===== config.mk =====
export PLATFORM = sky130hd
export DESIGN_NAME = mole_spawner
export DESIGN_NICKNAME = d
export VERILOG_FILES = /design/src/rtl/mole_spawner.sv
export SDC_FILE = /design/constraint.sdc
export NUM_CORES = 1
export LEC_CHECK = 0
export ABC_AREA = 1
export CAP_MARGIN = 20
export CORE_ASPECT_RATIO = 1.5
export CORE_MARGIN = 2
export CORE_UTILIZATION = 55
export CTS_CLUSTER_DIAMETER = 100
export DETAILED_ROUTE_END_ITERATION = 7
export PLACE_DENSITY_LB_ADDON = 0.12
export RECOVER_POWER = 100
export SLEW_MARGIN = 15
export SYNTH_ARGS = -nofsm -noshare
export SYNTH_HDL_FRONTEND = slang
export SYNTH_SLANG_ARGS = --single-unit

===== constraint.sdc =====
create_clock -name clk -period 4.1 [get_ports clk]
set_input_delay 0.82 -clock clk [delete_from_list [all_inputs] [get_ports clk]]
set_output_delay 0.82 -clock clk [all_outputs]
set_load 0.02 [all_outputs]

===== src/rtl/mole_spawner.sv =====
// Mole sequencer for the whack-a-mole game: random gap, one visible mole, hit/miss arbitration
// and a saturating score. Everything the display and button logic see is registered.
module mole_spawner #(
    parameter int GAP_TICKS = 4,
    parameter int UP_TICKS  = 12,
    parameter int UP_MIN    = 4
) (
    input  logic       clk,
    input  logic       reset,
    input  logic       enable,
    input  logic       tick,
    input  logic [4:0] rnd,
    input  logic       hit_valid,
    input  logic [2:0] hit_hole,
    output logic [7:0] mole_mask,
    output logic       mole_active,
    output logic       hit_pulse,
    output logic       miss_pulse,
    output logic [7:0] score
);

    typedef enum logic [1:0] {
        ST_IDLE = 2'd0,
        ST_GAP  = 2'd1,
        ST_UP   = 2'd2
    } state_t;

    localparam logic [7:0] GAP_BASE = 8'(GAP_TICKS);
    localparam logic [8:0] UP_LEN0  = 9'(UP_TICKS);
    localparam logic [8:0] UP_FLOOR = 9'(UP_MIN);

    // Never repeat the previous hole: a collision moves one hole to the right, wrapping 7 -> 0.
    function automatic logic [2:0] pick_hole(input logic [2:0] cand, input logic [2:0] last);
        logic [2:0] res;
        if (cand == last) begin
            res = last + 3'd1;
        end else begin
            res = cand;
        end
        return res;
    endfunction

    // Visible time shrinks by one tick per 8 points, never below the floor (no wrap on underflow).
    function automatic logic [7:0] calc_up_len(input logic [7:0] pts);
        logic [8:0] dec;
        logic [7:0] res;
        dec = {4'd0, pts[7:3]};
        if ((dec + UP_FLOOR) >= UP_LEN0) begin
            res = UP_FLOOR[7:0];
        end else begin
            res = 8'(UP_LEN0 - dec);
        end
        return res;
    endfunction

    state_t     state_r, state_next_s;
    logic [7:0] gap_cnt_r, gap_cnt_next_s;
    logic [7:0] up_cnt_r, up_cnt_next_s;
    logic [2:0] last_hole_r, last_hole_next_s;
    logic [7:0] mole_mask_r, mole_mask_next_s;
    logic       mole_active_r;
    logic       hit_pulse_r, hit_pulse_next_s;
    logic       miss_pulse_r, miss_pulse_next_s;
    logic [7:0] score_r, score_next_s;

    logic       hit_ok_s;
    logic       gap_done_s;
    logic       up_done_s;
    logic [2:0] new_hole_s;
    logic [7:0] new_gap_s;

    assign hit_ok_s   = hit_valid && (hit_hole == last_hole_r);
    assign gap_done_s = tick && (gap_cnt_r <= 8'd1);
    assign up_done_s  = tick && (up_cnt_r <= 8'd1);
    assign new_hole_s = pick_hole(rnd[2:0], last_hole_r);
    assign new_gap_s  = GAP_BASE + {6'd0, rnd[4:3]};

    // State and datapath registers.
    always_ff @(posedge clk) begin
        if (reset) begin
            state_r       <= ST_IDLE;
            gap_cnt_r     <= 8'd0;
            up_cnt_r      <= 8'd0;
            last_hole_r   <= 3'd0;
            mole_mask_r   <= 8'd0;
            mole_active_r <= 1'b0;
            hit_pulse_r   <= 1'b0;
            miss_pulse_r  <= 1'b0;
            score_r       <= 8'd0;
        end else begin
            state_r       <= state_next_s;
            gap_cnt_r     <= gap_cnt_next_s;
            up_cnt_r      <= up_cnt_next_s;
            last_hole_r   <= last_hole_next_s;
            mole_mask_r   <= mole_mask_next_s;
            mole_active_r <= |mole_mask_next_s;
            hit_pulse_r   <= hit_pulse_next_s;
            miss_pulse_r  <= miss_pulse_next_s;
            score_r       <= score_next_s;
        end
    end

    // Next-state logic; a correct hit takes priority over an expiring tick.
    always_comb begin
        state_next_s = state_r;
        if (!enable) begin
            state_next_s = ST_IDLE;
        end else begin
            case (state_r)
                ST_IDLE: state_next_s = ST_GAP;
                ST_GAP: begin
                    if (gap_done_s) begin
                        state_next_s = ST_UP;
                    end else begin
                        state_next_s = ST_GAP;
                    end
                end
                ST_UP: begin
                    if (hit_ok_s || up_done_s) begin
                        state_next_s = ST_GAP;
                    end else begin
                        state_next_s = ST_UP;
                    end
                end
                default: state_next_s = ST_IDLE;
            endcase
        end
    end

    // Next values of counters and registered outputs.
    always_comb begin
        gap_cnt_next_s    = gap_cnt_r;
        up_cnt_next_s     = up_cnt_r;
        last_hole_next_s  = last_hole_r;
        mole_mask_next_s  = mole_mask_r;
        hit_pulse_next_s  = 1'b0;
        miss_pulse_next_s = 1'b0;
        score_next_s      = score_r;
        if (!enable) begin
            mole_mask_next_s = 8'd0;
        end else begin
            case (state_r)
                ST_IDLE: begin
                    gap_cnt_next_s   = new_gap_s;
                    mole_mask_next_s = 8'd0;
                end
                ST_GAP: begin
                    if (gap_done_s) begin
                        gap_cnt_next_s   = 8'd0;
                        last_hole_next_s = new_hole_s;
                        mole_mask_next_s = 8'd1 << new_hole_s;
                        up_cnt_next_s    = calc_up_len(score_r);
                    end else if (tick) begin
                        gap_cnt_next_s = gap_cnt_r - 8'd1;
                    end else begin
                        gap_cnt_next_s = gap_cnt_r;
                    end
                end
                ST_UP: begin
                    if (hit_ok_s) begin
                        hit_pulse_next_s = 1'b1;
                        score_next_s     = (score_r == 8'hFF) ? 8'hFF : score_r + 8'd1;
                        mole_mask_next_s = 8'd0;
                        gap_cnt_next_s   = new_gap_s;
                        up_cnt_next_s    = 8'd0;
                    end else if (up_done_s) begin
                        miss_pulse_next_s = 1'b1;
                        mole_mask_next_s  = 8'd0;
                        gap_cnt_next_s    = new_gap_s;
                        up_cnt_next_s     = 8'd0;
                    end else if (tick) begin
                        up_cnt_next_s = up_cnt_r - 8'd1;
                    end else begin
                        up_cnt_next_s = up_cnt_r;
                    end
                end
                default: begin
                    mole_mask_next_s = 8'd0;
                end
            endcase
        end
    end

    assign mole_mask   = mole_mask_r;
    assign mole_active = mole_active_r;
    assign hit_pulse   = hit_pulse_r;
    assign miss_pulse  = miss_pulse_r;
    assign score       = score_r;

endmodule


==> impl_metrics.ini <==
[power_and_ir_drop]
p_total_w = 0.000809
p_sw_share_pct = 27.3
p_clk_share_pct = 33.0
comb_power_share_pct = 16.3
ir_worst_vdd_mv = 0.270
p_leak_nw = 1.28
internal_power_w = 0.000588
pwr-share-seq_pct = 50.7
p_sw_w = 0.000221
p_per_area_nw_per_um2 = 296

[placement]
dp_hpwl_mm = 4.00
finalWeightedCongestion = 0.857
portBuffers = 31

[run]
cap_violations = 0

[min_path]
min-delay-path-class = reg -> reg
min-delay-start = up_cnt_r[5]$_SDFFE_PP0P_
hold_depth = 1
hold_path_end = up_cnt_r[5]$_SDFFE_PP0P_

[worst_setup_path]
regToRegEndpoint = gap_cnt_r[7]$_SDFFE_PP0P_
cp-start-kind = input pin
r2r_cells = 10
ff2ff_setup_slack_ps = 1780
worstPathRequired_ps = 4290
endpoint_kind = flip-flop
crit_type = in -> reg
crit_fanout = 8
timing.rr.start = up_cnt_r[0]$_SDFFE_PP0P_
arrival_ps = 3140

[sta]
fin_setup_tns_ps = 0
period_minus_slack_ps = 2950
hold_viol = 0
setup_viol = 0
slew_headroom_pct = 44.9
worst_pin_slew_ps = 824
clock-skew-final_ps = 6.62
fin_crit_sh_pct = 72.0
rsz0062_at_grt = no
slew_violations = 0
clock.fmax_mhz = 339

[floorplanning]
num_io_pins = 32
core_um2 = 4170
initial_utilization_pct = 56.1
row_count = 29
chipHeight_um = 83.9
die-area_um2 = 4800
die_w_um = 57.3

[outcome]
status = finished clean

[logic_synthesis]
ys_warn_count = 0
avgSynthCellArea_um2 = 6.89
synthesis.instances = 340
synth.top_cell.area_share_pct = 34.2
synth_edf_count = 0
synth-main-ff-cell = dfxtp_1
ys_top_cells_by_count = 85 x nand2_1, 47 x inv_1, 40 x dfxtp_1, 40 x nor2_1, 18 x a21oi_1
ys_ff_latch = 40
ys_seq_area_share_pct = 34.2
syn_nets = 365
synthArstFlopShare_pct = 0
netlist_area_um2 = 2340
synthTopCellsByArea = dfxtp_1 34%, nand2_1 14%, inv_1 7.5%, ha_1 6.4%, nor2_1 6.4%
synth.distinct_cells = 40
synth_top_area_cell = dfxtp_1
synth.most_common_cell = nand2_1

[clocking]
cts_resized = 0
cts_buffer_depth = 2
clk_pin_slew_ps = 80
cts_made_buffers = 5
cts_tree = yes
insertion_delay_ps = 290
clk_root_buffer_cell = clkbuf_8
clkSinkCount = 40
cts_hold_buf = 0
postCtsSetupBuffers = 0
cts_max_level = 2

[global_routing]
grt_pass1_wl_mm = 9.03
grt_max_degree = 24
gr-total-overflow = 0
antenna_found_initial = 0
grt_pass1_vias = 2259
grt_usage_pct = 23.1

[routing]
via_per_inst = 5.26
drtPass1Iterations = 4
drt-wirelength-per-cell_um = 12.0
antenna_left = 0
drt_iter0_drc = 77
vias = 2226
routed_wl_mm = 5.07
drc_errors = 0

[finish]
nets = 401
nFillCells = 374
drive_gt1_share_pct = 4.51
antenna_cells = 0
syn2layout_area_growth_pct = 16.6
-- cells by family (layout without fill, tap and decap cells) --
group	Yosys count	in the layout	synth area share (%)
AO/OA/AOI/OAI	60	60	15.4
XOR/XNOR	5	5	2.19
adder cells (fa/ha/maj)	12	12	6.41
buffers and inverters	55	92	9.14
flip-flops	40	40	34.2
AND/OR/NAND/NOR	168	168	32.7
-- layer usage --
layer / share of wire [%] / global-route usage [%] / up-vias
met5: 0 / 0 / -
met4: 2.0 / 9.94 / 0
met3: 3.4 / 3.88 / 10
met2: 53 / 42.2 / 45
met1: 42 / 25.2 / 992
li1: - / - / 1179
-- cell usage in the layout (no fill, tap or decap), types with 2 or more instances in the layout --
| master | instances |
|---|---|
| nand4_1 | 9 |
| inv_2 | 3 |
| nand2_1 | 87 |
| clkbuf_8 | 6 |
| ha_1 | 12 |
| nor2_2 | 2 |
| o21ai_0 | 18 |
| a21oi_1 | 19 |
| clkbuf_1 | 2 |
| a211oi_1 | 6 |
| dfxtp_1 | 40 |
| o21a_1 | 2 |
| nand3_1 | 16 |
| clkdlybuf4s50_1 | 10 |
| nor2_1 | 42 |
| xor2_1 | 3 |
| dlygate4sd3_1 | 21 |
| o21ai_1 | 2 |
| a31oi_1 | 5 |
| inv_1 | 48 |
| nor3_1 | 7 |
-- sequential cells by signal, indices dropped and copies added (netlist names) --
signal,flops
hit_pulse,1
gap_cnt_r,8
last_hole_r,3
state_r,2
mole_active,1
up_cnt_r,8
score,8
miss_pulse,1
mole_mask,8
-- cell type report --
cell class | count | area, um2 | area share, %
flip-flops and latches | 40 | 801 | 29.3
multi-input cells | 245 | 1270 | 46.5
inverters | 53 | 200 | 7.34
repair buffers | 31 | 310 | 11.4
clock buffers | 8 | 90.1 | 3.30
well taps | 46 | 57.6 | 2.11
-- critical path, stage by stage --
cell and delay, ps:
dlygate4sd3_1 540, inv_1 40, nand2_1 50, nand2_1 50, nor2_1 260, nand2_4 110, nand3_1 220, nand2_1 280
o21ai_0 560, a21oi_1 80, o21a_1 130
-- power by group through the flow --
stage | sequential, W | combinational, W | clock (W)
2_1_floorplan | 0.000417 | 0.000103 | 0
3_3_place_gp | 0.000419 | 0.000136 | 0
6_report | 0.000410 | 0.000131 | 0.000267
4_1_cts | 0.000410 | 0.000139 | 0.000274
5_1_grt | 0.000412 | 0.000150 | 0.000289
3_5_place_dp | 0.000419 | 0.000138 | 0
-- through the flow --
stage / cells / hold slack (ps) / setup WS (ps) / utilization, % / instance area (um2)
global placement: 415 / 473 / 1450 / 64.6 / 2700
detailed placement: 415 / 470 / 1420 / 64.6 / 2700
finish: 423 / 488 / 1150 / 65.4 / 2730
CTS: 423 / 488 / 1730 / 66.8 / 2790
global route: 423 / 530 / 891 / 65.4 / 2730
floorplan: 340 / 450 / 2170 / - / 2340
-- how the worst max path moves through the flow --
stage,start,end
after CTS,reset,gap_cnt_r[7]$_SDFFE_PP0P_
after global routing,hit_hole[2],gap_cnt_r[7]$_SDFFE_PP0P_
after floorplan,hit_hole[2],up_cnt_r[4]$_SDFFE_PP0P_
final,hit_hole[2],gap_cnt_r[7]$_SDFFE_PP0P_
after detailed placement,reset,gap_cnt_r[7]$_SDFFE_PP0P_
after global placement,tick,up_cnt_r[4]$_SDFFE_PP0P_
No activity file was read; power rests on OpenSTA's default activity.
